==> src/rtl/tm1638_pkg.sv <==
// TM1638 refresh sequencer: shared constants, FSM state and snapshot types.
// Used by tm1638_frame_seq and tm1638_byte_sel.
package tm1638_pkg;

  localparam logic [7:0] CMD_DATA_AUTO = 8'h40;
  localparam logic [7:0] CMD_ADDR0     = 8'hC0;
  localparam logic [7:0] CMD_DISP_ON   = 8'h88;
  localparam logic [7:0] CMD_DISP_OFF  = 8'h80;
  localparam int         SEQ_LEN       = 19;
  localparam logic [4:0] LAST_IDX      = 5'(SEQ_LEN - 1);

  typedef enum logic [2:0] {
    ST_IDLE    = 3'd0,
    ST_ISSUE   = 3'd1,
    ST_WAIT_HI = 3'd2,
    ST_WAIT_LO = 3'd3,
    ST_FIN     = 3'd4
  } seq_state_t;

  typedef struct packed {
    logic [63:0] digits;
    logic [7:0]  leds;
    logic [2:0]  bright;
    logic        disp_on;
  } snap_t;

endpackage

==> src/rtl/tm1638_byte_sel.sv <==
// Combinational byte/last selector for the TM1638 refresh sequence.
// Maps sequence index 0..18 onto command, segment and LED bytes.
module tm1638_byte_sel
  import tm1638_pkg::*;
(
  input  logic [4:0] idx_i,
  input  snap_t      snap_i,
  output logic [7:0] data_o,
  output logic       last_o
);

  logic [3:0] off;
  logic [2:0] k;

  // idx 2..17 wraps to off 0..15 in four bits
  always_comb begin
    off    = idx_i[3:0] - 4'd2;
    k      = off[3:1];
    data_o = 8'h00;
    last_o = 1'b0;
    unique case (1'b1)
      (idx_i == 5'd0): begin
        data_o = CMD_DATA_AUTO;
        last_o = 1'b1;
      end
      (idx_i == 5'd1): begin
        data_o = CMD_ADDR0;
      end
      (idx_i >= LAST_IDX): begin
        data_o = snap_i.disp_on
               ? (CMD_DISP_ON | {5'b0, snap_i.bright})
               : CMD_DISP_OFF;
        last_o = 1'b1;
      end
      default: begin
        data_o = off[0]
               ? {7'b0, snap_i.leds[k]}
               : snap_i.digits[{k, 3'b000} +: 8];
        last_o = (idx_i == LAST_IDX - 5'd1);
      end
    endcase
  end

endmodule

==> src/rtl/tm1638_frame_seq.sv <==
// TM1638 refresh sequencer: 19-byte frame stream over a rdy/busy handshake.
// Define TM1638_FRAME_SEQ_DIAG_EN to expose diag_state/diag_idx.
module tm1638_frame_seq
  import tm1638_pkg::*;
#(
  parameter int         DIGITS     = 8,
  parameter logic [2:0] DEF_BRIGHT = 3'd7
) (
  input  logic                         clk,
  input  logic                         rst,
  input  logic                         start,
  input  logic [8*DIGITS-1:0]          digits,
  input  logic [DIGITS-1:0]            leds,
  input  logic [$bits(DEF_BRIGHT)-1:0] bright,
  input  logic                         disp_on,
  input  logic                         busy,
  output logic                         data_rdy,
  output logic [7:0]                   data,
  output logic                         data_last,
  output logic                         seq_busy,
`ifdef TM1638_FRAME_SEQ_DIAG_EN
  output logic [2:0]                   diag_state,
  output logic [4:0]                   diag_idx,
`endif
  output logic                         done
);

  seq_state_t state_q;
  logic [4:0] idx_q;
  snap_t      snap_q;
  snap_t      snap_d;
  logic       rdy_q;
  logic [7:0] data_q;
  logic       last_q;
  logic       sbusy_q;
  logic       done_q;
  logic [7:0] sel_data;
  logic       sel_last;

  assign snap_d = {digits, leds, bright, disp_on};

  tm1638_byte_sel u_sel (
    .idx_i  (idx_q),
    .snap_i (snap_q),
    .data_o (sel_data),
    .last_o (sel_last)
  );

  always_ff @(posedge clk or negedge rst) begin
    if (!rst) begin
      state_q <= ST_IDLE;
      idx_q   <= '0;
      snap_q  <= '0;
      rdy_q   <= 1'b0;
      data_q  <= 8'h00;
      last_q  <= 1'b0;
      sbusy_q <= 1'b0;
      done_q  <= 1'b0;
    end else begin
      rdy_q  <= 1'b0;
      done_q <= 1'b0;
      unique case (state_q)
        ST_IDLE: begin
          if (start) begin
            snap_q  <= snap_d;
            idx_q   <= '0;
            sbusy_q <= 1'b1;
            state_q <= ST_ISSUE;
          end
        end
        ST_ISSUE: begin
          if (!busy) begin
            rdy_q   <= 1'b1;
            data_q  <= sel_data;
            last_q  <= sel_last;
            state_q <= ST_WAIT_HI;
          end
        end
        ST_WAIT_HI: begin
          if (busy) state_q <= ST_WAIT_LO;
        end
        ST_WAIT_LO: begin
          if (!busy) begin
            if (idx_q == LAST_IDX) begin
              done_q  <= 1'b1;
              state_q <= ST_FIN;
            end else begin
              idx_q   <= idx_q + 5'd1;
              state_q <= ST_ISSUE;
            end
          end
        end
        ST_FIN: begin
          sbusy_q <= 1'b0;
          state_q <= ST_IDLE;
        end
        default: state_q <= ST_IDLE;
      endcase
    end
  end

  assign data_rdy  = rdy_q;
  assign data      = data_q;
  assign data_last = last_q;
  assign seq_busy  = sbusy_q;
  assign done      = done_q;

`ifdef TM1638_FRAME_SEQ_DIAG_EN
  assign diag_state = state_q;
  assign diag_idx   = idx_q;
`endif

endmodule

==> config.mk <==
export PLATFORM = sky130hd
export DESIGN_NAME = tm1638_frame_seq
export DESIGN_NICKNAME = d
export VERILOG_FILES = /design/src/rtl/tm1638_pkg.sv /design/src/rtl/tm1638_byte_sel.sv /design/src/rtl/tm1638_frame_seq.sv
export SDC_FILE = /design/constraint.sdc
export NUM_CORES = 1
export LEC_CHECK = 0
export BUFFER_PORTS_ARGS = -buffer_cell sky130_fd_sc_hd__buf_4
export CAP_MARGIN = 15
export CORE_MARGIN = 4
export CORE_UTILIZATION = 49
export CTS_BUF_LIST = sky130_fd_sc_hd__clkbuf_16
export CTS_CLUSTER_SIZE = 10
export DETAILED_ROUTE_END_ITERATION = 10
export GPL_TIMING_DRIVEN = 0
export PLACE_DENSITY = 0.84
export SETUP_SLACK_MARGIN = 0.15
export SYNTH_ARGS = -nofsm -noshare
export SYNTH_HDL_FRONTEND = slang
export SYNTH_SLANG_ARGS = --single-unit
==> constraint.sdc <==
create_clock -name clk -period 2.3 [get_ports clk]
set_input_delay 0.46 -clock clk [delete_from_list [all_inputs] [get_ports clk]]
set_output_delay 0.46 -clock clk [all_outputs]
set_load 0.01 [all_outputs]
Word-level counts from Yosys, hierarchy flattened. Cells that the tools add are included.

Reduce and logical (&&, ||, !) cells: 10. Bitwise logic cells: 1. Equal/unequal tests: 12. Shift operators: 1. Muxes and demuxes: 23. $lt $le $gt $ge: 2. Add/sub/neg operators: 2.

Operators by type and width (number): $shiftx A64 B7 Y8 (1); $pmux W8 S3 (1); $mux W3 (5); $mux W5 (3); $pmux W3 S4 (1); $eq A5 B5 Y1 const B (2); $ne A2 B2 Y1 const B (5); $pmux W5 S2 (1); $mux W8 (1); $reduce_and A4 Y1 (2); $mux W1 (7); $eq A3 B2 Y1 const B (2); $reduce_and A2 Y1 (3); $add A5 B1 Y5 const B (1); $eq A5 B1 Y1 const B (1); $ge A5 B5 Y1 const B (1); $logic_not A5 Y1 (1); $lt A3 B4 Y1 const B (1); $mux W4 (1); $pmux W1 S2 (2); $reduce_bool A2 Y1 (2); $sub A4 B2 Y4 const B (1); $bmux W1 S3 (1); $eq A3 B1 Y1 const B (1); other kinds (4) (4).

Input bits: 80. Word-level logic and storage cells: 62. Bits in registers: 96. Output and inout port bits: 12.

Logic depth before layout (Yosys ltp). Gate-level depths: netlist of the first run.

Depth in word-level cells: 5. Mapped depth: 9.

Hierarchy. A second synthesis of the first run with hierarchy kept.

Cell total of the unflattened synthesis: 300. Area total of the unflattened synthesis: 4426.7 sq um.

By module, submodules not included: tm1638_frame_seq (times used 1, seq. area each 2402.3 sq um, area an instance 3698.5 sq um, cells each 230); tm1638_byte_sel (times used 1, seq. area each 0.0 sq um, area an instance 728.2 sq um, cells each 70).

Worst setup path before layout of the first run. Ideal clock, no wire load.

Kind: reg-to-reg. From: register idx_q[1]. To: register data_q[0] (netlist: data[0]). Slack: -0.120 ns. Clock period less this slack: 2.420 ns. Stages on the path, launching flop included: 10. Arrival time: 2.295 ns. Cells stage by stage: dfrtp_1 > buf_6 > buf_2 > inv_1 > ha_1 > buf_2 > mux4_2 > mux4_2 > nand4_1 > nand3_1.

Cells in the longest elaborated chain, start to end: 5. Elaborated cells between the ends (all ways): 9.

Ends and longest elaborated chain: from (decl) (line tm1638_frame_seq.sv:29) `logic [4:0] idx_q;`; from (signal assigned) (line tm1638_frame_seq.sv:88) `idx_q <= idx_q + 5'd1;`; parallel branches: the longest is 4 deep, another holds $sub A4 B2 Y4; $pmux W8 S3 (*) (line tm1638_byte_sel.sv:21) `unique case (1'b1)`; to (signal assigned) (line tm1638_frame_seq.sv:74) `data_q <= sel_data;`; to (decl) (line tm1638_frame_seq.sv:33) `logic [7:0] data_q;`.

Every way passes the cells marked *. The select of a mux whose other input is x is not followed. A chain may end at the register's enable or synchronous reset.

Worst setup path in the final report of the first run.
From: register idx_q[1]. To: register data_q[2] (netlist: data[2]).

Cells in the longest elaborated chain, start to end: 4. Elaborated cells between the ends (all ways): 7.

Ends and longest elaborated chain: $sub A4 B2 Y4 (line tm1638_byte_sel.sv:17) `off = idx_i[3:0] - 4'd2;`; $shiftx A64 B7 Y8 (line tm1638_byte_sel.sv:38) `: snap_i.digits[{k, 3'b000} +: 8];`; $mux W8 (line tm1638_byte_sel.sv:37) `? {7'b0, snap_i.leds[k]}`; $pmux W8 S3 (*) (line tm1638_byte_sel.sv:21).

Every way passes the cells marked *; elsewhere a longest branch is shown, timed or not.

==> impl_metrics.tcl, run 1 <==
set metrics [dict create \
    status "completed" \
    die_h_um 103.1 \
    grt_pass1_vias 3032 \
    holdBufCountCts 0 \
    sw_frac_of_total_pct 31.31 \
    slowest_delay_ns 0.39 \
    irDropWorstVdd_mv 0.5318 \
    grt.overflow.total 0 \
    dp_hpwl_mm 7.225 \
    final_util_pct 65.02 \
    synth-edff-count 0 \
    synth-compound-area-share_pct 3.561 \
    hold_viol 0 \
    cts_tree "yes" \
    ys_warn_count 0 \
    synthTopCellsByArea "dfrtp_1 (54%), mux2_2 (20%), mux4_2 (5.6%)" \
    syn2layout_area_growth_pct 28.72 \
    yosys-top-cells-count "dfrtp_1 (96), mux2_2 (78), buf_2 (14)" \
    crit_arrival_ns 2.35 \
    rsz0062_at_grt "true" \
    p_leak_nw 2.550 \
    cp.required_ns 2.51 \
    num_rows 34 \
    portBuffers 91 \
    drv_cap 0 \
    setup_viol 0 \
    ctsRootBufferMaster "clkbuf_16" \
    yosysMostFrequentCell "dfrtp_1" \
    core-area_sq_um 8763 \
    detail-route-antenna-nets 0 \
    muxShareOfSynthArea_pct 31.77 \
    slew_headroom_pct 56.65 \
    syn_area_sq_um 4427 \
    cp_common_cell "buf_12" \
    firstDrtPassIters 4 \
    die_w_um 103.1 \
    synth_top_family_by_area "multiplexers" \
    synthSimpleGateAreaFrac_pct 5.285 \
    power_frac_clock_pct 18.7 \
    start_util_pct 50.51 \
    ys_ff_latch 96 \
    vias 2938 \
    vias_per_cell 5.628 \
    grt.total_usage_pct 19.69 \
    layout_min_cycle_time_ns 2.140 \
    pwr-share-seq_pct 39.5 \
    power_frac_comb_pct 41.8 \
    tightestPinTransition_ns 0.6502 \
    period_share_pct 93.06 \
    worstSetupPathType "flop to flop" \
    synthXorXnorAreaFrac_pct 0.8197 \
    power_density_nw_per_um2 1306 \
    avgSynthCellArea_sq_um 14.71 \
    place_congestion 0.8330 \
    cp_slowest_cell "dfrtp_2" \
    worst_clock_skew_ns 0.007647 \
    synth_fa_ha_area_share_pct 1.696 \
    critPathCaptureType "flop" \
    drive_above_1_share_pct 55.31 \
    synthFlopType "dfrtp_1" \
    grt_pass1_wl_mm 15.43 \
    htree_num_levels 3 \
    p_total_mw 7.443 \
    p_sw_mw 2.331 \
    syn_nets 387 \
    die_area_sq_um 10620 \
    numCtsBuffers 9 \
    yosys.area.top_type "dfrtp_1" \
    timing.hold.worst.class "primary input to asynchronous set/reset pin" \
    drt_iter0_markers 125 \
    drv_slew 0 \
    hold_ws_ns 0.1357 \
    cts_sinks 96 \
    antenna_found_initial 0 \
    yosysUniqueCellTypes 37 \
    ys_async_sr_fraction_pct 100.0 \
    nets 499 \
    place_inst 500 \
    fin_setup_tns_ns 0 \
    clk_path_buf_depth 2 \
    drc_errors 0 \
    yosys.area.top_type_share_pct 54.27 \
    fin_cells 522 \
    yosysSeqAreaShare_pct 54.27 \
    fmax_mhz 467.2 \
    clk_pin_slew_ns 0.06 \
    grt_max_degree 97 \
    n_antenna_cell 0 \
    ios 92 \
    wl_mm 10.06 \
    start_kind "flop" \
    cp_max_fo 10 \
    p_int_mw 5.112 \
    routedWlPerCell_um 19.27 \
    clock_latency_ns 0.34 \
    crit_chain "buf_12 -> buf_12 -> clkinv_8 -> ha_4 -> buf_8 -> buf_4 -> mux4_2 -> mux2i_1 -> o22ai_1" \
    postSynthCellCount 301 \
]
==> worst paths after layout <==
check	startpoint	end	slack [ns]	cells past startpoint
worst min register to register	data[5]	data[5]	0.49	2
worst max register to register	idx_q[1]	data[2]	0.16	9
min in group clk	busy	done	0.31	2
worst min-delay path	rst	done	0.14	1
worst max-delay path	idx_q[1]	data[2]	0.16	9
max in group asynchronous	rst	snap_q[47]	1.50	2
==> metrics by stage <==
step           setup slack, ns  instance area, sq um
2_1_floorplan           0.1650                  4463
6_report                0.1595                  5698
5_1_grt                 0.1016                  5698
3_5_place_dp           -0.4751                  5281
4_1_cts                 0.1477                  5607
3_3_place_gp           -0.4150                  5281
==> power groups by stage <==
stage | clock network, mW | registers, mW | logic, mW
after floorplan | 0 | 2.84 | 2.10
after global placement | 0 | 2.91 | 2.80
after detailed placement | 0 | 2.97 | 2.91
after CTS | 1.42 | 2.94 | 3.03
after global routing | 1.48 | 3.03 | 3.34
final | 1.39 | 2.94 | 3.11
==> cells in the final DEF, fill, tap and decap left out, drive strengths merged <==
master | synthesis | final
a21o | 1 | 1
a21oi | 4 | 4
a221oi | 2 | 2
a22o | 1 | 1
a31oi | 5 | 5
and2 | 1 | 1
buf | 16 | 110
bufinv | 0 | 1
clkbuf | 2 | 18
clkinv | 0 | 2
dfrtp | 96 | 96
ha | 6 | 6
inv | 6 | 6
mux2 | 78 | 78
mux2i | 7 | 7
mux4 | 19 | 19
nand2 | 10 | 10
nand2b | 1 | 1
nand3 | 2 | 2
nand3b | 1 | 1
nand4 | 3 | 3
nand4bb | 1 | 1
nor2 | 11 | 11
nor2b | 3 | 3
nor3 | 4 | 4
nor3b | 1 | 1
nor4 | 1 | 1
nor4b | 1 | 1
o21ai | 6 | 6
o22ai | 3 | 3
o31ai | 2 | 2
o41ai | 1 | 1
or3 | 1 | 1
or4 | 3 | 3
xnor2 | 1 | 1
xor2 | 1 | 1
==> cell families (layout without fill, tap and decap cells) <==
logic type / after synthesis / in the layout
mux: 104 / 104
xor+xnor: 2 / 2
flops: 96 / 96
compound gates: 25 / 25
fa+ha+maj: 6 / 6
simple gates: 44 / 44
buf+inv: 24 / 137
==> layer usage <==
layer  global-route usage [%]  vias up  wire, um
li1                         -     1339         -
met1                    25.13     1497      4163
met2                    33.55       86      5173
met3                    3.383       16       554
met4                    7.669        0       169
met5                        0        -         0
==> worst max-delay path, delay by kind of cell, from the launching register on <==
kind                     cells  cell delay (ns)
AO/OA/AOI/OAI                1             0.14
multiplexers                 2             0.63
flip-flops                   1             0.39
buffers and inverters        5             0.59
adder cells (fa/ha/maj)      1             0.26
==> final cells by class <==
class | instances | area [sq um]
Timing Repair Buffer | 101 | 770.7
Clock inverter | 3 | 38.79
Tap cell | 108 | 135.1
Multi-Input combinational cell | 181 | 1937
Clock buffer | 9 | 225.2
Inverter | 6 | 35.03
Sequential cell | 96 | 2406
Fill cell | 662 | 3065
Buffer | 18 | 150.1
==> what timing repair did <==
item                                    in CTS  in global routing
cloned                                       0                  0
buffers inserted                             6                  3
pin swaps                                    3                  2
endpoints found under the setup margin       9                 75
resized for setup                           11                 15
==> state kept, by name, indices dropped and copies added (netlist names) <==
name,count
snap_q,76
data,8
idx_q,5
state_q,3
data_last,1
data_rdy,1
done,1
seq_busy,1
Note: power is estimated with default switching activity, not from simulation.
==> run 2, diff against run 1 <==
==> constraint.sdc (replaced) <==
create_clock -name clk -period 1.8 [get_ports clk]
set_input_delay 0.36 -clock clk [delete_from_list [all_inputs] [get_ports clk]]
set_output_delay 0.36 -clock clk [all_outputs]
set_load 0.01 [all_outputs]
==> impl_metrics.tcl, run 2 (same netlist as run 1, synthesis figures left out) <==
set metrics [dict create \
    holdBufCountCts 0 \
    p_int_mw 8.014 \
    detail-route-antenna-nets 0 \
    path_buf_inv 4 \
    worst_clock_skew_ns 0.01054 \
    vias_per_cell 6.242 \
    numCtsBuffers 9 \
    ctsRootBufferMaster "clkbuf_16" \
    cts_sinks 96 \
    htree_num_levels 3 \
    slowest_delay_ns 0.48 \
    final_cell_mix "buf_4 (115), dfrtp_1 (92), mux2_4 (77)" \
    critPathTopFamily "multiplexers" \
    sw_frac_of_total_pct 34.26 \
    crit_chain "buf_12 -> buf_12 -> inv_8 -> ha_4 -> buf_8 -> mux4_2 -> mux4_2 -> nand4_1 -> nand3_1" \
    seq_area_sq_um 2407 \
    wl_mm 15.52 \
    power_frac_comb_pct 51.8 \
    final_common_cell "buf_4" \
    ff2ff_setup_slack_ns -0.38 \
    die_w_um 103.1 \
    drc_errors 0 \
    p_leak_nw 3.153 \
    n_antenna_cell 0 \
    start_util_pct 50.51 \
    vias 3527 \
    tightestPinTransition_ns 0.6449 \
    drv_cap 0 \
    grt.total_usage_pct 28.53 \
    routedWlPerCell_um 27.47 \
    p_total_mw 12.19 \
    multi_input_area_sq_um 2375 \
    largest_reg_flops 76 \
    timing.hold.worst.class "primary input to asynchronous set/reset pin" \
    fin_ws_ns -0.3792 \
    ff2ff_path_depth 9 \
    cp_slowest_cell "mux4_2" \
    place_inst 500 \
    cp_max_fo 7 \
    endpoint "data[0]" \
    die_area_sq_um 10620 \
    critPathCaptureType "flop" \
    hold_viol 0 \
    cp.required_ns 2.03 \
    clock_latency_ns 0.35 \
    violations "negative setup slack" \
    dp_hpwl_mm 7.291 \
    status "finished with violations" \
    grt_pass1_wl_mm 21.78 \
    drv_slew 0 \
    place_congestion 0.8462 \
    worstSetupStartpoint "idx_q[1]" \
    pwr-share-seq_pct 33.0 \
    drive_above_1_share_pct 64.77 \
    cts_tree "yes" \
    firstDrtPassIters 7 \
    drt_iter0_markers 254 \
    p_sw_mw 4.177 \
    fin_setup_tns_ns -5.090 \
    period_share_pct 121.1 \
    antenna_found_initial 0 \
    finish.instance_area_sq_um 6923 \
    fmax_mhz 458.9 \
    crit_cells 9 \
    worstSetupPathType "flop to flop" \
    irDropWorstVdd_mv 1.118 \
    clk_pin_slew_ns 0.07 \
    core-area_sq_um 8763 \
    crit_arrival_ns 2.41 \
    reg2reg_from "idx_q[1]" \
    clk_path_buf_depth 2 \
    power_frac_clock_pct 15.2 \
    portBuffers 91 \
    nets 538 \
    layout_min_cycle_time_ns 2.179 \
    num_rows 34 \
    setup_viol 63 \
    slew_headroom_pct 57.00 \
    ios 92 \
    top_register "snap_q" \
    grt_pass1_vias 3713 \
    fin_cells 565 \
    fillers 400 \
    die_h_um 103.1 \
    start_kind "flop" \
    place_area_sq_um 5607 \
    grt.overflow.total 0 \
    power_density_nw_per_um2 1761 \
    grt_max_degree 97 \
    rsz0062_at_grt "true" \
    syn2layout_area_growth_pct 56.39 \
    r2r_end "data[0]" \
]
## run 2: worst min path at each step
stage	from	to	slack (ns)	depth (start not counted)
2_1_floorplan	rst	data[0]	0.06	0
3_3_place_gp	data_last	data_last	0.48	2
3_5_place_dp	data_last	data_last	0.47	2
4_1_cts	busy	done	0.21	2
5_1_grt	rst	snap_q[20]	0.07	1
6_report	rst	seq_busy	0.02	1
## run 2: what timing repair did
action	CTS	global route
cloned	9	0
setup buffers	30	9
gates resized for setup	69	21
pin swaps	7	2
endpoints found under the setup margin	91	92
## run 2: through the flow
step / util, % / hold slack [ns] / setup WS [ns]
after global placement: 63.98 / 0.4759 / -0.6178
after detailed placement: 63.98 / 0.4720 / -0.6235
after floorplan: - / 0.06441 / -0.3125
after CTS: 76.84 / 0.2129 / -0.3034
after global routing: 79.00 / 0.06805 / -0.4297
final: 79.00 / 0.01803 / -0.3792
## run 2: per-layer routing
metal / vias up / wire, um / GRT usage [%] / part of all wire, %
li1: 1432 / - / - / -
met1: 1821 / 5834 / 36.34 / 38
met2: 219 / 7826 / 47.80 / 50
met3: 55 / 1243 / 6.834 / 8.0
met4: 0 / 619 / 10.16 / 4.0
met5: - / 0 / 0 / 0
## run 2: area by class of cell
class                           instances  area share [%]
Buffer                                 18           4.012
Clock buffer                            9           3.253
Clock inverter                          7          0.8133
Inverter                                6          0.4338
Multi-Input combinational cell        181           34.30
Sequential cell                        96           34.77
Tap cell                              108           1.952
Timing Repair Buffer                  140           20.46
## run 2: power by group through the flow
stage / Sequential, mW / Clock, mW / Combinational (mW)
floorplan: 3.66 / 0 / 3.27
global placement: 3.78 / 0 / 4.16
detailed placement: 3.85 / 0 / 4.27
CTS: 3.86 / 1.83 / 5.58
global route: 4.08 / 1.93 / 6.57
finish: 4.03 / 1.85 / 6.31
